### src/rtl/rmii_pkg.sv
// Shared constants and types for the RMII receive path: speed codes,
// CRC-32 constants, frame_error bit positions and the receiver FSM states.
package rmii_pkg;

    localparam logic [1:0] SPEED_CODE_10_MEGABIT  = 2'd0;
    localparam logic [1:0] SPEED_CODE_100_MEGABIT = 2'd1;

    localparam logic [31:0] CRC32_POLY_REFLECTED = 32'hEDB8_8320;
    localparam logic [31:0] CRC32_INIT           = 32'hFFFF_FFFF;
    localparam logic [31:0] CRC32_RESIDUE        = 32'hDEBB_20E3;

    localparam int FCS_BYTES = 4;

    localparam int FRAME_ERROR_CRC   = 0;
    localparam int FRAME_ERROR_RUNT  = 1;
    localparam int FRAME_ERROR_GIANT = 2;

    typedef enum logic [1:0] {
        S_IDLE,
        S_RECEIVE,
        S_STATUS
    } rx_state_t;

    typedef struct packed {
        logic       good;
        logic [2:0] error;
    } frame_status_t;

endpackage

### src/rtl/ethernet_crc32_byte.sv
// Combinational CRC-32 step: folds one byte, LSB first, into the running
// reflected CRC register. Shared with the transmit path.
module ethernet_crc32_byte
    import rmii_pkg::*;
(
    input  logic [31:0] crc_current,
    input  logic [7:0]  data_byte,
    output logic [31:0] crc_next
);

    // Eight shift/xor steps of the reflected LFSR.
    always_comb begin
        crc_next = crc_current ^ {24'h0, data_byte};
        for (int i = 0; i < 8; i++) begin
            crc_next = crc_next[0] ? ((crc_next >> 1) ^ CRC32_POLY_REFLECTED) : (crc_next >> 1);
        end
    end

endmodule

### src/rtl/rmii_frame_receiver.sv
// RMII frame receiver: delimits frames from the packaged byte stream, checks
// CRC-32 and length, strips the FCS through a 4-byte delay line and emits
// payload bytes plus one end-of-frame status pulse.
// Optional: RMII_FRAME_RECEIVER_STATS_EN adds good/bad frame counters.
module rmii_frame_receiver
    import rmii_pkg::*;
#(
    parameter int MIN_FRAME_BYTES  = 64,
    parameter int MAX_FRAME_BYTES  = 1518,
    parameter int IDLE_TIMEOUT_100 = 8,
    parameter int IDLE_TIMEOUT_10  = 80
) (
    input  logic        clock,
    input  logic        reset,
    input  logic [8:0]  packaged_data,
    input  logic        packaged_data_valid,
    input  logic [1:0]  speed_code,
    output logic [7:0]  frame_data,
    output logic        frame_data_valid,
    output logic        frame_data_first,
    output logic        frame_status_valid,
    output logic        frame_good,
    output logic [2:0]  frame_error
`ifdef RMII_FRAME_RECEIVER_STATS_EN
    ,
    output logic [31:0] good_frame_count,
    output logic [31:0] bad_frame_count
`endif
);

    localparam int IDLE_MAX = (IDLE_TIMEOUT_10 > IDLE_TIMEOUT_100) ? IDLE_TIMEOUT_10 : IDLE_TIMEOUT_100;
    localparam int IDLE_W   = $clog2(IDLE_MAX + 1);

    localparam logic [IDLE_W-1:0] TIMEOUT_100 = IDLE_W'(IDLE_TIMEOUT_100);
    localparam logic [IDLE_W-1:0] TIMEOUT_10  = IDLE_W'(IDLE_TIMEOUT_10);

    localparam logic [10:0] MIN_COUNT       = 11'(MIN_FRAME_BYTES);
    localparam logic [10:0] MAX_COUNT       = 11'(MAX_FRAME_BYTES);
    // Last byte count that still pushes a payload byte out of the delay line.
    localparam logic [10:0] LAST_COUNT      = 11'(MAX_FRAME_BYTES + FCS_BYTES);
    localparam logic [10:0] FIRST_OUT_COUNT = 11'(FCS_BYTES + 1);

    rx_state_t                    state, state_next;
    logic                         frame_open;   // bytes of a frame are being accepted
    logic                         speed_100;    // speed latched at frame start
    logic [10:0]                  byte_count, count_inc;
    logic [IDLE_W-1:0]            idle_count;
    logic [31:0]                  crc, crc_seed, crc_next;
    logic [FCS_BYTES-1:0][7:0]    delay_line;   // [0] newest, [FCS_BYTES-1] oldest
    logic                         byte_start, byte_more, timeout_hit, end_of_frame, data_fire;
    frame_status_t                status;

    // Input decode and datapath qualifiers.
    always_comb begin
        byte_start  = packaged_data_valid & packaged_data[8];
        byte_more   = packaged_data_valid & ~packaged_data[8] & frame_open;
        count_inc   = (byte_count == 11'h7FF) ? byte_count : byte_count + 11'd1;
        timeout_hit = idle_count >= (speed_100 ? TIMEOUT_100 : TIMEOUT_10);
        data_fire   = byte_more && (count_inc >= FIRST_OUT_COUNT) && (count_inc <= LAST_COUNT);
        crc_seed    = byte_start ? CRC32_INIT : crc;
    end

    ethernet_crc32_byte u_crc (
        .crc_current (crc_seed),
        .data_byte   (packaged_data[7:0]),
        .crc_next    (crc_next)
    );

    // Next-state and end-of-frame status; a flagged byte closes the old frame
    // and opens the new one in the same cycle.
    always_comb begin
        state_next                     = state;
        end_of_frame                   = 1'b0;
        status                         = '0;
        status.error[FRAME_ERROR_CRC]   = (crc != CRC32_RESIDUE);
        status.error[FRAME_ERROR_RUNT]  = (byte_count < MIN_COUNT);
        status.error[FRAME_ERROR_GIANT] = (byte_count > MAX_COUNT);
        status.good                    = ~|status.error;
        case (state)
            S_IDLE: begin
                if (byte_start) state_next = S_RECEIVE;
            end
            S_RECEIVE: begin
                if (byte_start || timeout_hit || (byte_count > LAST_COUNT)) begin
                    end_of_frame = 1'b1;
                    state_next   = S_STATUS;
                end
            end
            S_STATUS: begin
                state_next = (byte_start || frame_open) ? S_RECEIVE : S_IDLE;
            end
            default: state_next = S_IDLE;
        endcase
    end

    // State register.
    always_ff @(posedge clock or posedge reset) begin
        if (reset) state <= S_IDLE;
        else       state <= state_next;
    end

    // Byte capture: CRC, byte count, delay line, idle counter, latched speed.
    always_ff @(posedge clock or posedge reset) begin
        if (reset) begin
            frame_open <= 1'b0;
            speed_100  <= 1'b0;
            byte_count <= '0;
            idle_count <= '0;
            crc        <= CRC32_INIT;
            delay_line <= '0;
        end else begin
            if (byte_start) begin
                frame_open <= 1'b1;
                speed_100  <= (speed_code == SPEED_CODE_100_MEGABIT);
                byte_count <= 11'd1;
                crc        <= crc_next;
                delay_line <= {{(FCS_BYTES-1){8'h00}}, packaged_data[7:0]};
            end else begin
                if (byte_more) begin
                    byte_count <= count_inc;
                    crc        <= crc_next;
                    delay_line <= {delay_line[FCS_BYTES-2:0], packaged_data[7:0]};
                end
                if (end_of_frame) frame_open <= 1'b0;
            end
            if (packaged_data_valid)  idle_count <= '0;
            else if (idle_count != '1) idle_count <= idle_count + IDLE_W'(1);
        end
    end

    // Registered payload and status outputs.
    always_ff @(posedge clock or posedge reset) begin
        if (reset) begin
            frame_data         <= '0;
            frame_data_valid   <= 1'b0;
            frame_data_first   <= 1'b0;
            frame_status_valid <= 1'b0;
            frame_good         <= 1'b0;
            frame_error        <= '0;
        end else begin
            frame_data_valid   <= data_fire;
            frame_data_first   <= data_fire && (count_inc == FIRST_OUT_COUNT);
            if (data_fire) frame_data <= delay_line[FCS_BYTES-1];
            frame_status_valid <= end_of_frame;
            frame_good         <= end_of_frame & status.good;
            frame_error        <= end_of_frame ? status.error : 3'b000;
        end
    end

`ifdef RMII_FRAME_RECEIVER_STATS_EN
    // Good/bad frame tallies, wrapping at 2^32.
    always_ff @(posedge clock or posedge reset) begin
        if (reset) begin
            good_frame_count <= '0;
            bad_frame_count  <= '0;
        end else if (frame_status_valid) begin
            if (frame_good) good_frame_count <= good_frame_count + 32'd1;
            else            bad_frame_count  <= bad_frame_count + 32'd1;
        end
    end
`endif

endmodule
### config.mk
export PLATFORM = sky130hd
export DESIGN_NAME = rmii_frame_receiver
export DESIGN_NICKNAME = d
export VERILOG_FILES = /design/src/rtl/rmii_pkg.sv /design/src/rtl/ethernet_crc32_byte.sv /design/src/rtl/rmii_frame_receiver.sv
export SDC_FILE = /design/constraint.sdc
export NUM_CORES = 1
export LEC_CHECK = 0
export CAP_MARGIN = 0
export CORE_UTILIZATION = 34
export CTS_CLUSTER_SIZE = 40
export DETAILED_ROUTE_END_ITERATION = 10
export GPL_TIMING_DRIVEN = 1
export PLACE_DENSITY = 0.48
export SLEW_MARGIN = 20
export SYNTH_ARGS = -nofsm -noshare
export SYNTH_HDL_FRONTEND = slang
export SYNTH_SLANG_ARGS = --single-unit
### constraint.sdc
create_clock -name clock -period 3.9 [get_ports clock]
set_clock_uncertainty 0.1 [all_clocks]
set_input_delay 0.585 -clock clock [delete_from_list [all_inputs] [get_ports clock]]
set_output_delay 0.585 -clock clock [all_outputs]
set_load 0.005 [all_outputs]
### Word-level counts from Yosys, hierarchy flattened

Cells that the tools add are included.

| word-level totals | value |
|---|---|
| register bits after elaboration | 101 |
| latch bits | 0 |
| memory bits (writable) | 0 |
| memory bits (read-only) | 0 |
| bits of input ports | 14 |
| output and inout port bits | 15 |
| logic and storage cells | 88 |
| memories kept | 0 |

| cells by class | value |
|---|---|
| add/sub/neg operators | 2 |
| $mul | 0 |
| divide/modulo/power cells | 0 |
| order comparisons | 6 |
| equal/unequal tests | 9 |
| shift operators | 0 |
| mux-type cells | 28 |
| bitwise gates (word level) | 14 |
| reduce and logical (&&, ||, !) cells | 13 |

Operator list:

| kind | count |
|---|---|
| 2-to-1 mux 32 bit | 13 |
| inverter 13 -> 14 bit | 8 |
| 2-to-1 mux 11 bit | 3 |
| != test 32 bit (second input constant) | 1 |
| bitwise XOR 32 x 8 -> 32 bit | 1 |
| > comparator 11 bit (second input constant) | 2 |
| 2-to-1 mux 7 bit | 3 |
| adder 11 x 1 -> 11 bit (second input constant) | 1 |
| equality test 11 bit (second input constant) | 1 |
| equality test 11 x 3 -> 1 bit (second input constant) | 1 |
| >= comparator 11 x 3 -> 1 bit (second input constant) | 1 |
| <= comparator 11 bit (second input constant) | 1 |
| less-than comparator 11 x 7 -> 1 bit (second input constant) | 1 |
| adder 7 x 1 -> 7 bit (second input constant) | 1 |
| >= comparator 7 bit | 1 |
| != test 7 bit (second input constant) | 1 |
| one-hot mux 2 bit (3 select lines) | 1 |
| nonzero test 2 bit | 3 |
| 2-to-1 mux 1 bit | 5 |
| AND 1 bit | 4 |
| equality test 2 x 1 -> 1 bit (second input constant) | 2 |
| 2-to-1 mux 2 bit | 2 |
| != test 2 bit (second input constant) | 2 |
| logical AND 1 bit | 3 |
| 8 further kinds | 10 |

### Logic depth before layout (Yosys ltp)

| logic depth | value |
|---|---|
| depth after elaboration | 21 |
| depth in mapped cells | 10 |
| mapped depth without buffers | 9 |

### Cells and area by module

A second synthesis with hierarchy kept.

| unflattened totals | value |
|---|---|
| cell total of the unflattened synthesis | 544 |
| area, all modules | 5656.7 um2 |

By module, submodules not included:

| module | times used | cells an instance | area an instance (um2) | seq. area each (um2) |
|---|---|---|---|---|
| rmii_frame_receiver | 1 | 481 | 4713.3 | 2567.5 |
| ethernet_crc32_byte | 1 | 63 | 943.4 | 0.0 |

### Worst setup path after synthesis

OpenSTA, ideal clock, no wires.

| timing | value |
|---|---|
| kind | register to register |
| from | reg byte_count[0] |
| to | reg frame_data[0] |
| setup time | 0.125 ns |
| arrival time | 2.300 ns |
| data required time | 3.675 ns |
| slack | 1.375 ns |
| stages on the path, launching flop included | 9 |
| buffers on the path | 0 |
| period minus slack after synthesis | 2.525 ns |
| path through | dfrtp_1 > ha_1 > nand4_2 > nor3_4 > mux2i_1 > o21ai_0 > nor3_1 > a2bb2oi_4 > mux2_2 |

| between the ends | value |
|---|---|
| cells in the longest elaborated chain, start to end | 5 |
| elaborated cells between the ends (all ways) | 7 |

Ends and longest elaborated chain:

| element | RTL line | RTL |
|---|---|---|
| start: declaration | rmii_frame_receiver.sv:46 | `logic [10:0] byte_count, count_inc;` |
| start signal: assignment | rmii_frame_receiver.sv:120 | `byte_count <= count_inc;` |
| adder 11 x 1 -> 11 bit / equality test 11 bit (equally long branches) | rmii_frame_receiver.sv:57 | `count_inc = (byte_count == 11'h7FF) ? byte_count : byte_count + 11'd1;` |
| 2-to-1 mux 11 bit * | rmii_frame_receiver.sv:57 |  |
| >= comparator 11 x 3 -> 1 bit | rmii_frame_receiver.sv:59 | `data_fire = byte_more && (count_inc >= FIRST_OUT_COUNT) && (count_inc <= LAST_COUNT);` |
| logical AND 1 bit | rmii_frame_receiver.sv:59 |  |
| logical AND 1 bit * | rmii_frame_receiver.sv:59 |  |
| named net data_fire | rmii_frame_receiver.sv:50 | `logic byte_start, byte_more, timeout_hit, end_of_frame, data_fire;` |
| end signal: assignment | rmii_frame_receiver.sv:143 | `if (data_fire) frame_data <= delay_line[FCS_BYTES-1];` |
| end: declaration | rmii_frame_receiver.sv:18 | `output logic [7:0] frame_data,` |

The timed path passes the listed nets; every way through them passes the cells marked *.
A chain may end at the register's enable or synchronous reset.

### Worst setup path after layout

| timing | value |
|---|---|
| from | in packaged_data[8] |
| to | reg crc[19] |

| between the ends | value |
|---|---|
| cells in the longest elaborated chain, start to end | 19 |
| elaborated cells between the ends (all ways) | 24 |

Ends and longest elaborated chain:

| element | RTL line | RTL |
|---|---|---|
| start: declaration | rmii_frame_receiver.sv:15 | `input logic [8:0] packaged_data,` |
| AND 1 bit | rmii_frame_receiver.sv:55 | `byte_start = packaged_data_valid & packaged_data[8];` |
| 2-to-1 mux 32 bit | rmii_frame_receiver.sv:60 | `crc_seed = byte_start ? CRC32_INIT : crc;` |
| bitwise XOR 32 x 8 -> 32 bit | ethernet_crc32_byte.sv:13 | `crc_next = crc_current ^ {24'h0, data_byte};` |
| inverter 13 -> 14 bit (no line) | -- |  |
| 2-to-1 mux 32 bit (2 in a row) | ethernet_crc32_byte.sv:15 | `crc_next = crc_next[0] ? ((crc_next >> 1) ^ CRC32_POLY_REFLECTED) : (crc_next >> 1);` |
| inverter 13 -> 14 bit (no line) | -- |  |
| 2-to-1 mux 32 bit | ethernet_crc32_byte.sv:15 |  |
| inverter 13 -> 14 bit (no line) | -- |  |
| 2-to-1 mux 32 bit (2 in a row) | ethernet_crc32_byte.sv:15 |  |
| inverter 13 -> 14 bit (no line) | -- |  |
| 2-to-1 mux 32 bit | ethernet_crc32_byte.sv:15 |  |
| inverter 13 -> 14 bit (no line) | -- |  |
| 2-to-1 mux 32 bit | ethernet_crc32_byte.sv:15 |  |
| inverter 13 -> 14 bit (no line) | -- |  |
| 2-to-1 mux 32 bit | ethernet_crc32_byte.sv:15 |  |
| 2-to-1 mux 32 bit | rmii_frame_receiver.sv:119 | `if (byte_more) begin` |
| 2-to-1 mux 32 bit | rmii_frame_receiver.sv:112 | `if (byte_start) begin` |
| end signal: assignment | rmii_frame_receiver.sv:116 | `crc <= crc_next;` |
| end signal: assignment | rmii_frame_receiver.sv:121 | `crc <= crc_next;` |
| end: declaration | rmii_frame_receiver.sv:48 | `logic [31:0] crc, crc_seed, crc_next;` |

Several ways; a longest one is shown, not always the timed one. The select of a mux whose other input is x is not followed.

==> impl_metrics.env <==
export IMPL_fillers=1617
export IMPL_finalPower_mw=4.727
export IMPL_cp_cell_sequence="clkdlybuf4s50_1, and2_1, nor2_1, xnor2_2, xor2_1, xnor2_1, xnor2_1, a21oi_1"
export IMPL_post_cts_resized=0
export IMPL_grt_pass1_wl_um=23560
export IMPL_viasPerCell=5.199
export IMPL_finalSetupViolCount=0
export IMPL_finalSetupTns_ns=0
export IMPL_first_pass_iters=4
export IMPL_syn_num_nets=640
export IMPL_outcome="complete, no violations"
export IMPL_drv_slew=0
export IMPL_drv_cap=0
export IMPL_io_pins=29
export IMPL_syn_area_per_cell_um2=9.034
export IMPL_die_x_um=130.1
export IMPL_crit_arrival_ns=3.06
export IMPL_cts_buffers=9
export IMPL_clockBufferDepth=2
export IMPL_p_int_mw=2.899
export IMPL_grt_overflow=0
export IMPL_critPathLaunch="packaged_data[8]"
export IMPL_synth_top_cell_area_share=0.3093
export IMPL_min_period_over_period=0.7383
export IMPL_crit_top_cell="xnor2_1"
export IMPL_gp_congestion=0.8438
export IMPL_drc=0
export IMPL_tightestPinTransition_ns=0.8308
export IMPL_ys_types=59
export IMPL_p_switching_mw=1.828
export IMPL_hold_viol=0
export IMPL_p_seq_frac=0.380
export IMPL_cp_data_required_time_ns=4.08
export IMPL_pre_cts_ws_ns=0.6316
export IMPL_final_area_um2=6366
export IMPL_path_buf_inv=1
export IMPL_clock_root_buffer="clkbuf_16"
export IMPL_cts_tree="done"
export IMPL_grt_max_degree=58
export IMPL_p_sw_frac=0.3867
export IMPL_netlist_area_um2=5583
export IMPL_clk_pin_slew_ns=0.07
export IMPL_yosysTopAreaCell="dfrtp_1"
export IMPL_nets=651
export IMPL_final_common_cell="nand2_1"
export IMPL_p_per_area_nw_per_um2=742.5
export IMPL_period_needed_ns=2.879
export IMPL_post_dp_hpwl_um=9840
export IMPL_combPwrFrac=0.427
export IMPL_row_count=46
export IMPL_ys_ff_latch=101
export IMPL_cellLeakagePower_nw=2.765
export IMPL_worstReg2RegStart="byte_count[0]$_DFFE_PP0P_"
export IMPL_diodes=0
export IMPL_dieHeight_um=130.1
export IMPL_syn_to_final_growth_pct=14.03
export IMPL_yosysWarnings=0
export IMPL_worstSetupPathType="in2reg"
export IMPL_fmax_mhz=347.3
export IMPL_grt_pass1_vias=4269
export IMPL_routed_wirelength_um=14390
export IMPL_hold_path_class="reg2reg"
export IMPL_cts_htree_levels=3
export IMPL_ys_seq_area_frac=0.4599
export IMPL_synthArstFlopShare=1.000
export IMPL_crit_family="XOR/XNOR gates"
export IMPL_fin_util=0.3993
export IMPL_clock_sinks=101
export IMPL_min_delay_start="delay_line[21]$_DFFE_PP0P_"
export IMPL_crit_path_end_kind="flop"
export IMPL_cpMaxStageDelayCell="clkdlybuf4s50_1"
export IMPL_route_antenna_remaining_nets=0
export IMPL_final_setup_worst_slack_ns=1.021
export IMPL_drive_gt1_frac=0.1372
export IMPL_cp_max_fo=14
export IMPL_post_cts_buffers=0
export IMPL_clk_latency_ns=0.35
export IMPL_yosys_most_used_dff="dfrtp_1"
export IMPL_synth_edff_count=0
export IMPL_critical_path_startpoint_type="primary input"
export IMPL_drt_wirelength_per_cell_um=16.92
export IMPL_mostFrequentLayoutCells="nand2_1, dfrtp_1, nor2_1"
export IMPL_rsz0062_at_grt="no"
export IMPL_ir_drop_v=0.0003249
export IMPL_p_clk_frac=0.193
export IMPL_dieArea_um2=16940
export IMPL_syn_inst=618
export IMPL_drt_iter0_drc=273
export IMPL_via_count=4419
export IMPL_hold_buffers=0
export IMPL_start_util=0.3502
export IMPL_grt_use_total=0.1839
export IMPL_placed_area_um2=6073
export IMPL_critPathMaxStageDelay_ns=0.62
export IMPL_relSlewSlack=0.4441
export IMPL_io_buffers=28
export IMPL_synth_area_leaders="dfrtp_1, dfstp_2, nand2_1"
export IMPL_fp_coreArea_um2=15940
export IMPL_antenna_found_initial=0
[power groups by stage]
stage,sequential [mW],combinational [mW],clock [mW]
after floorplan,1.66,1.57,0
after global placement,1.81,1.98,0
after detailed placement,1.81,2.02,0
after CTS,1.80,2.02,0.948
after global routing,1.85,2.24,0.983
final,1.79,2.02,0.914
[per-layer routing]
metal | vias to the layer above | wire, um | track usage
met5 | - | 0 | 0
met4 | 0 | 256 | 0.07592
met3 | 17 | 585 | 0.02665
met2 | 96 | 6458 | 0.2816
met1 | 2155 | 7085 | 0.2595
li1 | 2151 | - | -
[through the flow]
step / hold WS [ns] / cells
final: 0.3602 / 850
after detailed placement: 0.3511 / 834
after global placement: 0.3456 / 834
after CTS: 0.3655 / 850
after global routing: 0.3854 / 850
after floorplan: 0.3239 / 618
[area by class of cell]
type                       instances  area [um^2]  area share
tap                              216        270.3     0.04245
clock buffer                      11        232.7     0.03656
inverter                          12        47.55    0.007469
sequential                       101         2567      0.4033
clock inverter                     5        60.06    0.009434
multi-input combinational        462         2795      0.4391
timing repair buffer              43        392.9     0.06171
[cells by family (layout without fill, tap and decap cells)]
| logic type | count (synthesis) | after routing | synth area share |
|---|---|---|---|
| and+or+nand+nor | 258 | 258 | 0.2134 |
| AOI/OAI and AO/OA | 117 | 117 | 0.1334 |
| DFF | 101 | 101 | 0.4599 |
| xor gates and xnor gates | 69 | 69 | 0.1150 |
| buffers and inverters | 55 | 71 | 0.04079 |
| muxes | 10 | 10 | 0.01972 |
| adders and majority gates | 8 | 8 | 0.01793 |
[final timing paths]
path                                         endpoint  slack [ns]  depth (start not counted)
max in group asynchronous         crc[23]$_DFFE_PP1P_        2.21                          3
max                               crc[19]$_DFFE_PP1P_        1.02                          8
min                        delay_line[29]$_DFFE_PP0P_        0.36                          2
min reg2reg                delay_line[29]$_DFFE_PP0P_        0.36                          2
max reg2reg                 frame_data[7]$_DFFE_PP0P_        1.05                          8
min in group asynchronous  delay_line[25]$_DFFE_PP0P_        0.61                          2
[worst min-delay path, cell delays in order, from the launching register on]
cell     delay, ns
dfrtp_1       0.34
nand2_1       0.05
nand2_1       0.05
[synth_stat cells (2+ instances only)]
cell type	n
o311ai_1	2
clkbuf_1	28
mux2i_1	2
a31oi_1	8
nand4b_1	4
o211ai_1	2
a211o_1	2
dfrtp_1	69
a21oi_1	35
o21ai_0	29
o21bai_1	2
inv_1	12
nor4bb_1	2
a22oi_1	8
xor2_1	21
a211oi_1	4
o22ai_1	13
and4_1	4
nor4_1	3
nor3_1	9
nand2b_1	3
xnor2_1	43
nor2_1	55
nand2_1	119
nand4_1	7
o311ai_0	3
mux2_2	8
nand3_1	37
and3_1	2
dfstp_2	32
ha_1	8
xnor2_2	5
buf_1	7
buf_4	2
buf_2	4
[flip-flops by register name, summed over array words and instances, names as in the netlist]
| register | count |
|---|---|
| frame_good | 1 |
| frame_data_first | 1 |
| frame_status_valid | 1 |
| frame_error | 3 |
| frame_data_valid | 1 |
| speed_100 | 1 |
| byte_count | 11 |
| frame_open | 1 |
| crc | 32 |
| state | 2 |
| frame_data | 8 |
| delay_line | 32 |
| idle_count | 7 |
No activity file was read; power rests on OpenSTA's default activity.
